`config.mk`:
```
export PLATFORM = sky130hd
export DESIGN_NAME = simon_pkt_ingress
export DESIGN_NICKNAME = d
export VERILOG_FILES = /design/src/rtl/simon_pkt_ingress_pkg.sv /design/src/rtl/simon_pkt_ingress_assembler.sv /design/src/rtl/simon_pkt_ingress.sv
export SDC_FILE = /design/constraint.sdc
export NUM_CORES = 1
export LEC_CHECK = 0
export CORE_MARGIN = 5
export CORE_UTILIZATION = 30
export CTS_BUF_LIST = sky130_fd_sc_hd__clkbuf_2
export CTS_CLUSTER_DIAMETER = 60
export CTS_CLUSTER_SIZE = 28
export DETAILED_ROUTE_END_ITERATION = 12
export PLACE_DENSITY = 0.52
export SYNTH_ARGS = -nofsm -noshare
export SYNTH_HDL_FRONTEND = slang
export SYNTH_SLANG_ARGS = --single-unit
```
`constraint.sdc`:
```
create_clock -name clk -period 3.4 [get_ports clk]
set_clock_uncertainty 0.2 [all_clocks]
set_input_delay 0.68 -clock clk [delete_from_list [all_inputs] [get_ports clk]]
set_output_delay 0.68 -clock clk [all_outputs]
set_load 0.03 [all_outputs]
```
`src/rtl/simon_pkt_ingress_pkg.sv`:
```
// Shared types for the SIMON packet ingress path: packet geometry and out-FSM states.
package SIMON_definitions;
    localparam int PKT_BYTES = 34;

    typedef logic [PKT_BYTES-1:0][7:0] pkt_t;

    typedef enum logic [1:0] {IDLE, OFFER, WAIT_DONE} ingress_state_t;
endpackage

```
`src/rtl/simon_pkt_ingress_assembler.sv`:
```
// Byte-to-packet assembler: byte index with rx_sof resync, feeding a two-slot ping-pong buffer.
module simon_pkt_assembler
    import SIMON_definitions::*;
#(
    parameter int PKT_BYTES = SIMON_definitions::PKT_BYTES
) (
    input  logic                       clk,
    input  logic                       nR,
    input  logic [7:0]                 rx_data,
    input  logic                       rx_valid,
    input  logic                       rx_sof,
    output logic                       rx_ready,
    input  logic                       freeSlot,
    output logic [1:0]                 count,
    output logic [PKT_BYTES-1:0][7:0]  rdPkt,
    output logic                       dropPulse
);
    localparam int IDX_W = $clog2(PKT_BYTES);

    logic [IDX_W-1:0]          idx;
    logic [IDX_W-1:0]          wrIdx;
    logic                      wrPtr;
    logic                      rdPtr;
    logic [PKT_BYTES-1:0][7:0] slot [2];
    logic                      accept;
    logic                      commit;
    logic [1:0]                countNext;

    // A flagged start-of-frame always lands at byte 0, whatever was in flight.
    assign accept    = rx_valid && rx_ready;
    assign wrIdx     = rx_sof ? '0 : idx;
    assign commit    = accept && (wrIdx == IDX_W'(PKT_BYTES - 1));
    assign dropPulse = accept && rx_sof && (idx != '0);
    assign rdPkt     = slot[rdPtr];

    always_comb begin
        countNext = count;
        if (commit && !freeSlot)
            countNext = count + 2'd1;
        else if (!commit && freeSlot)
            countNext = count - 2'd1;
    end

    always_ff @(posedge clk or negedge nR) begin
        if (!nR) begin
            idx      <= '0;
            wrPtr    <= 1'b0;
            rdPtr    <= 1'b0;
            count    <= 2'd0;
            rx_ready <= 1'b0;
        end else begin
            count    <= countNext;
            rx_ready <= (countNext < 2'd2);
            if (freeSlot)
                rdPtr <= ~rdPtr;
            if (accept) begin
                if (commit) begin
                    idx   <= '0;
                    wrPtr <= ~wrPtr;
                end else begin
                    idx <= wrIdx + IDX_W'(1);
                end
            end
        end
    end

    // Payload storage needs no reset; a slot is only read once count says it is full.
    always_ff @(posedge clk) begin
        if (accept)
            slot[wrPtr][wrIdx] <= rx_data;
    end
endmodule

```
`src/rtl/simon_pkt_ingress.sv`:
```
// Packet ingress for the SIMON core: assembles bytes, then offers packets via newPKT/loadPKT/donePKT.
module simon_pkt_ingress
    import SIMON_definitions::*;
#(
    parameter int PKT_BYTES = SIMON_definitions::PKT_BYTES,
    parameter int CNT_W     = 16
) (
    input  logic                       clk,
    input  logic                       nR,
    input  logic [7:0]                 rx_data,
    input  logic                       rx_valid,
    input  logic                       rx_sof,
    output logic                       rx_ready,
    input  logic                       in_loadPKT,
    input  logic                       in_donePKT,
    output logic                       in_newPKT,
    output logic [PKT_BYTES-1:0][7:0]  in,
    output logic [CNT_W-1:0]           pkt_count,
    output logic [CNT_W-1:0]           drop_count
);
    ingress_state_t            state, stateNext;
    logic [1:0]                count;
    logic [PKT_BYTES-1:0][7:0] rdPkt;
    logic                      dropPulse;
    logic                      freeSlot;
    logic                      loadIn;
    logic                      newPktNext;

    simon_pkt_assembler #(.PKT_BYTES(PKT_BYTES)) uAsm (
        .clk       (clk),
        .nR        (nR),
        .rx_data   (rx_data),
        .rx_valid  (rx_valid),
        .rx_sof    (rx_sof),
        .rx_ready  (rx_ready),
        .freeSlot  (freeSlot),
        .count     (count),
        .rdPkt     (rdPkt),
        .dropPulse (dropPulse)
    );

    always_comb begin
        stateNext  = state;
        loadIn     = 1'b0;
        newPktNext = in_newPKT;
        freeSlot   = 1'b0;
        case (state)
            IDLE: begin
                if (count != 2'd0) begin
                    loadIn     = 1'b1;
                    newPktNext = 1'b1;
                    stateNext  = OFFER;
                end
            end
            OFFER: begin
                if (in_loadPKT) begin
                    newPktNext = 1'b0;
                    freeSlot   = 1'b1;
                    stateNext  = WAIT_DONE;
                end
            end
            WAIT_DONE: begin
                // Chain straight into the next offer when one is already buffered.
                if (in_donePKT) begin
                    if (count != 2'd0) begin
                        loadIn     = 1'b1;
                        newPktNext = 1'b1;
                        stateNext  = OFFER;
                    end else begin
                        stateNext = IDLE;
                    end
                end
            end
            default: begin
                newPktNext = 1'b0;
                stateNext  = IDLE;
            end
        endcase
    end

    always_ff @(posedge clk or negedge nR) begin
        if (!nR) begin
            state      <= IDLE;
            in_newPKT  <= 1'b0;
            in         <= '0;
            pkt_count  <= '0;
            drop_count <= '0;
        end else begin
            state     <= stateNext;
            in_newPKT <= newPktNext;
            if (loadIn)
                in <= rdPkt;
            if (freeSlot)
                pkt_count <= pkt_count + CNT_W'(1);
            if (dropPulse)
                drop_count <= drop_count + CNT_W'(1);
        end
    end
endmodule

```
Word level (Yosys, flattened, before mapping):

Memories as Yosys holds them, arrays and structs flattened. A register that Yosys moved wholly into a read port is not among the register bits.
Cells that the tools add are included.

* flip-flop bits (word level): 46
* RAM bits: 544
* bits of input ports: 14
* output and inout bits: 306
* word-level logic and storage cells: 64
* memories: 1

Memory list
* uAsm.slot: words 2, bits a word 272, read ports 1, clocked after memory_dff 1, write ports 1, RTL line simon_pkt_ingress_assembler.sv:24 `logic [PKT_BYTES-1:0][7:0] slot [2];`

* add/sub/neg operators: 5
* $lt $le $gt $ge: 3
* equal/unequal tests: 6
* multiplexer cells: 22
* bitwise gates (word level): 2
* reductions and logical operators: 16

Operators by type and width (count)
* $mux 272: 1
* $demux 8 s6: 1
* $add 16x1->16 const B: 2
* $mux 6: 2
* $mux 2: 5
* $mux 1: 9
* $mux 8: 1
* $logic_and 1x1->1: 7
* $lt 6x7->1 const B: 1
* $add 6x1->6 const B: 1
* $eq 6x6->1 const B: 1
* $ge 6x1->1 const B: 1
* $ne 2x2->1 const B: 3
* $pmux 2 s3: 1
* $reduce_bool 6->1: 1
* $reduce_and 2->1: 2
* $logic_not 1->1: 3
* $pmux 1 s3: 1
* $reduce_and 3->1: 1
* $add 2x1->2 const B: 1
* $eq 2x1->1 const B: 1
* $eq 2x2->1 const B: 1
* $logic_not 2->1: 1
* $lt 2x2->1 const B: 1
* other kinds (4): 5

Logic depth before layout (Yosys ltp):

* depth in word-level cells: 8
* gate-level depth with buffers: 10
* mapped depth without buffers: 9

Cells and area by module:

From an unflattened synthesis, not the netlist that was laid out.

* cell total of the unflattened synthesis: 1727
* area, all modules: 32401.1 um2

Modules (own cells, without submodules)
* simon_pkt_assembler: instances 1, cells an instance 1026, area each 20709.9 um2, seq. area each 16610.9 um2
* simon_pkt_ingress: instances 1, cells an instance 701, area each 11691.2 um2, seq. area each 7682.4 um2

Least setup slack after synthesis:

No wires, ideal clock.

* kind: input to register
* start: input rx_valid
* end: memory uAsm.slot[0][192] (netlist bit) (enable)
* setup time: 383 ps
* arrival time: 2058 ps
* data required time: 2817 ps
* slack: 758 ps
* stages on the path: 4
* buffers on the path: 0
* path through: nand2_2 nor3_1 nand2_1 nor3_1

* longest elaborated chain between the ends: 3

Ends and longest elaborated chain
* start, declared: RTL line simon_pkt_ingress.sv:11 `input logic rx_valid,`
* $logic_and 1x1->1: RTL line simon_pkt_ingress_assembler.sv:30 `assign accept = rx_valid && rx_ready;`
* $mux 1: RTL line simon_pkt_ingress_assembler.sv:69 `if (accept)`
* $mux 272 (implied by the code): RTL line simon_pkt_ingress_assembler.sv:70 `slot[wrPtr][wrIdx] <= rx_data;`
* end, declared: RTL line simon_pkt_ingress_assembler.sv:24

No other way between the ends.

Worst setup path after layout:

* start: register in[95] (netlist bit) (read register of uAsm.slot)
* end: output in[95] (netlist bit)

RTL lines
* start, declared: RTL line simon_pkt_ingress.sv:17 `output logic [PKT_BYTES-1:0][7:0] in,`

No word-level cell between the ends.

==> metrics list <==
- After synthesis, the mean cell area works out to 15.4 um^2.
- The count of nets left with antenna violations once routing finished came out at 0.
* Sequential cell fraction of total power: 45.3%
* Category of the worst setup path capture point: primary output
* GRT Residual Overflow: 0
- Sw frac: 42.4%
- At the worst endpoint, the arrival time is 2.25 ns.
- Cell with the largest stage delay on the worst path: sky130_fd_sc_hd__clkdlybuf4s50_1
- Total area of sequential cells: 24300 um^2
- Setup violations remaining at the end of the flow were counted as 0.
* Area fraction in and, or, nand and nor cells after synthesis: 6.08%
* Share of the clock period used by the worst path: 91.9%
* Top_reg_cell synth: sky130_fd_sc_hd__edfxtp_1
- In this run, synthesis inferred 544 flip-flops with an integrated enable.
- Clock sink total: 862
- Post-synthesis mux area share: 8.80%
- Die outline width: 333 um
- Routed wire per std cell: 21.1 um
- Routability congestion estimate: 0.812
- Of all flip-flops after synthesis, the portion carrying an async set or reset was 36.9%.
- In this run the tightest slew margin relative to its limit is 27.3%.
- Total power consumption of the routed design: 0.0315 W
- Remaining DRCs: 0
* Measured slew at the worst slew-check pin: 1.09 ns
* Portion of total power attributed to combinational logic: 36.8%
* Maximum operating frequency: 320 MHz
- Shortest period the worst path allows: 3.13 ns
- The floorplan has 118 rows.
- Post-synth design cell area: 31300 um^2
- The top cell type by area accounts for 52.2% of the synthesized area.
* Largest stage delay on the critical path: 0.68 ns
- Required time of the critical path: 2.52 ns
- Clock tree from TritonCTS: done
- The area growth from synthesis to layout is 21.2%.
* Routed Wire Length: 82800 um
* Footprint of the multi-input gates: 6540 um^2
- The die is 333 um tall.
- The final-report hold violation count came to 0.
- Largest family of logic cells by synthesized area: multiplexers
- R2r setup slk: 0.90 ns
- Starting Density: 30.2%
- The clock passes through at most 3 buffers.
- Synthesis produced 2034 cells.
- Outcome: finished clean
- Bufs and invs on worst path: 1
- The clock network burns 17.8% of the power.
* Kind of cell adding the most delay to the critical path: buffers and inverters
- Static leakage: 15.4 nW
- Wire length of the first global-routing pass: 123000 um
- Summing the areas of all compound-gate instances in the mapped netlist gives 4.80% of the synthesized area.
* Int Power: 0.0181 W
- The tree is rooted in a sky130_fd_sc_hd__clkbuf_2.
- 320 I/O pins were placed.
- The path class of the tightest hold or removal check is reg2reg.
- Share of the synthesized netlist area taken by xor and xnor gates: 0.895%
* Final HPWL from detailed placement: 53300 um
- Total via count after detailed routing: 17.6k
- Via-per-instance ratio: 4.49
* Total global routing track utilization: 14.7%
- STA classifies the critical path startpoint as a flop.
* Clock latency reported for the late side of the worst-skew pair: 1.24 ns
- Of the cells placed in the final design, the portion with a size suffix greater than 1 is 11.2%.
* Setup repair after global routing missed its margin: no
- Number of max-cap violations: 0
* Cells along the critical path: clkdlybuf4s50_1
* Post-Synth Adder-Cell Area: 0.280%
- Clock buffer count from CTS: 79
- Synth top cells by count: 544 x sky130_fd_sc_hd__edfxtp_1, 318 x sky130_fd_sc_hd__dfrtp_1, 308 x sky130_fd_sc_hd__nand2_1
- Worst IR Drop VDD: 0.430 mV
- Net count, final: 2490
- After floorplanning, the core was sized to cover 104000 um^2.
- The worst setup path is of the reg2out kind.
- When the netlist entered floorplanning its net count stood at 2055.
- Worst-path clk slew: 0.26 ns
* Final slew viol count: 0
- Summed over all nets, the switching power comes to 0.0134 W.
- PortBufs: 319
* FF+latch count, synth: 862
- Entering global routing, the biggest net connects 145 pins.
- The filler cells instantiated in the layout total 10.0k.
* Unique masters post-synth: 40
* Largest area contributor in the netlist: sky130_fd_sc_hd__edfxtp_1
- The floorplan step defined a die boundary enclosing 111000 um^2.
- Number of design-rule violations left by the first detailed-router iteration: 1100
- Yosys printed 0 warnings.
* Drt pass-1 iters: 5
* Most frequently used cell type in the post-synthesis netlist: sky130_fd_sc_hd__edfxtp_1
- The number of global-route vias before repair came to 18.1k.
- CTS H-Tree Depth: 3
- Largest cells by area after synthesis: sky130_fd_sc_hd__edfxtp_1 52%, sky130_fd_sc_hd__dfrtp_1 25%, sky130_fd_sc_hd__mux2i_1 8.8%, sky130_fd_sc_hd__o21ai_0 4.5%, sky130_fd_sc_hd__nand2_1 3.7%
- Fraction of the yosys area taken by sequential cells: 77.6%
- Initial antenna violation count: 10
- Adding up every negative setup slack in the final design gives 0 ns.
- Cell area power density: 830 nW/um^2
- Of all nets on the critical path, the largest fanout is 2.
- Buffers inserted during post-CTS setup optimization: 0
cells in the final DEF (no fill, tap or decap), types with 6 or more instances in the layout:
master / synthesis / routed
sky130_fd_sc_hd__buf_12: 0 / 17
sky130_fd_sc_hd__clkdlybuf4s50_1: 0 / 6
sky130_fd_sc_hd__inv_6: 0 / 11
sky130_fd_sc_hd__inv_1: 8 / 8
sky130_fd_sc_hd__o21ai_0: 281 / 281
sky130_fd_sc_hd__nor2_1: 77 / 77
sky130_fd_sc_hd__xnor2_1: 20 / 20
sky130_fd_sc_hd__dlygate4sd2_1: 0 / 304
sky130_fd_sc_hd__inv_12: 0 / 7
sky130_fd_sc_hd__ha_1: 7 / 7
sky130_fd_sc_hd__inv_16: 0 / 8
sky130_fd_sc_hd__nor3_1: 16 / 16
sky130_fd_sc_hd__inv_8: 0 / 8
sky130_fd_sc_hd__buf_4: 0 / 106
sky130_fd_sc_hd__clkinv_8: 0 / 12
sky130_fd_sc_hd__dfrtp_1: 318 / 317
sky130_fd_sc_hd__nand2_1: 308 / 308
sky130_fd_sc_hd__nand3_1: 19 / 19
sky130_fd_sc_hd__edfxtp_1: 544 / 544
sky130_fd_sc_hd__mux2i_1: 274 / 274
sky130_fd_sc_hd__clkbuf_2: 1 / 86
sky130_fd_sc_hd__xor2_1: 12 / 12
sky130_fd_sc_hd__dlygate4sd3_1: 0 / 20
area by class of cell:
cell class	count	share of cell area, %
Antenna cell	4	0.0264
Clock buffer	86	1.13
Clock inverter	61	2.15
Inverter	8	0.0791
Multi-Input combinational cell	1063	17.2
Sequential cell	862	64.0
Tap cell	1380	4.55
Timing Repair Buffer	455	10.8
logic make-up after synthesis:
group,after synthesis
adders and majority gates,7
xor gates and xnor gates,32
AOI/OAI and AO/OA,294
and+or+nand+nor,455
DFF,862
buffers and inverters,109
muxes,275
flip-flops by register name, summed over array words and instances (netlist names), named ones only:
register and flops:
in_newPKT 1, pkt_count 16, uAsm.count 1, uAsm.rx_ready 1, drop_count 16, state 2
in 272, uAsm.slot 544, uAsm.wrPtr 1, uAsm.rdPtr 1, uAsm.idx 6
power by group through the flow:
stage,clock (W),sequential (W),combinational [W]
after floorplan,0,0.0173,0.00452
after global placement,0,0.0146,0.0128
after detailed placement,0,0.0147,0.0129
after CTS,0.00591,0.0144,0.0119
after global routing,0.00631,0.0145,0.0126
final,0.00561,0.0143,0.0116
metal layers:
| layer | global-route usage, % | vias up | wire, um |
|---|---|---|---|
| met4 | 3.78 | 6 | 1560 |
| li1 | - | 8237 | - |
| met2 | 24.9 | 347 | 40900 |
| met1 | 19.0 | 8899 | 35800 |
| met3 | 3.66 | 88 | 4490 |
| met5 | 0 | - | 39 |
metrics by stage:
stage | hold WS (ns) | setup slack [ns] | util, % | area (um^2) | cells
floorplan | 0.184 | 0.758 | - | 31300 | 2034
global placement | 0.263 | 0.260 | 35.6 | 36800 | 3747
detailed placement | 0.264 | 0.260 | 35.6 | 36800 | 3747
CTS | 0.0521 | 0.00909 | 36.6 | 37900 | 3915
global route | 0.103 | 0.0446 | 36.6 | 37900 | 3916
finish | 0.292 | 0.274 | 36.6 | 38000 | 3919
worst paths after layout:
| check | depth (start not counted) | end | start |
|---|---|---|---|
| min in group asynchronous | 4 | in[122]$_DFFE_PN0P_ | nR |
| worst max register to register | 4 | uAsm.slot[1][97]$_DFFE_PP_ | uAsm.wrPtr$_DFFE_PN0P_ |
| worst min register to register | 1 | pkt_count[15]$_DFFE_PN0P_ | pkt_count[15]$_DFFE_PN0P_ |
| max in group asynchronous | 5 | in[15]$_DFFE_PN0P_ | nR |
| worst min-delay path | 1 | pkt_count[15]$_DFFE_PN0P_ | pkt_count[15]$_DFFE_PN0P_ |
| worst max-delay path | 1 | in[95] | in[95]$_DFFE_PN0P_ |
what timing repair did:
item,CTS,global route
hold buffers,21,0
gates resized for setup,304,0
endpoints found under the setup margin,304,0
endpoints found under the hold margin,903,0
(Power assumes the default switching activity.)
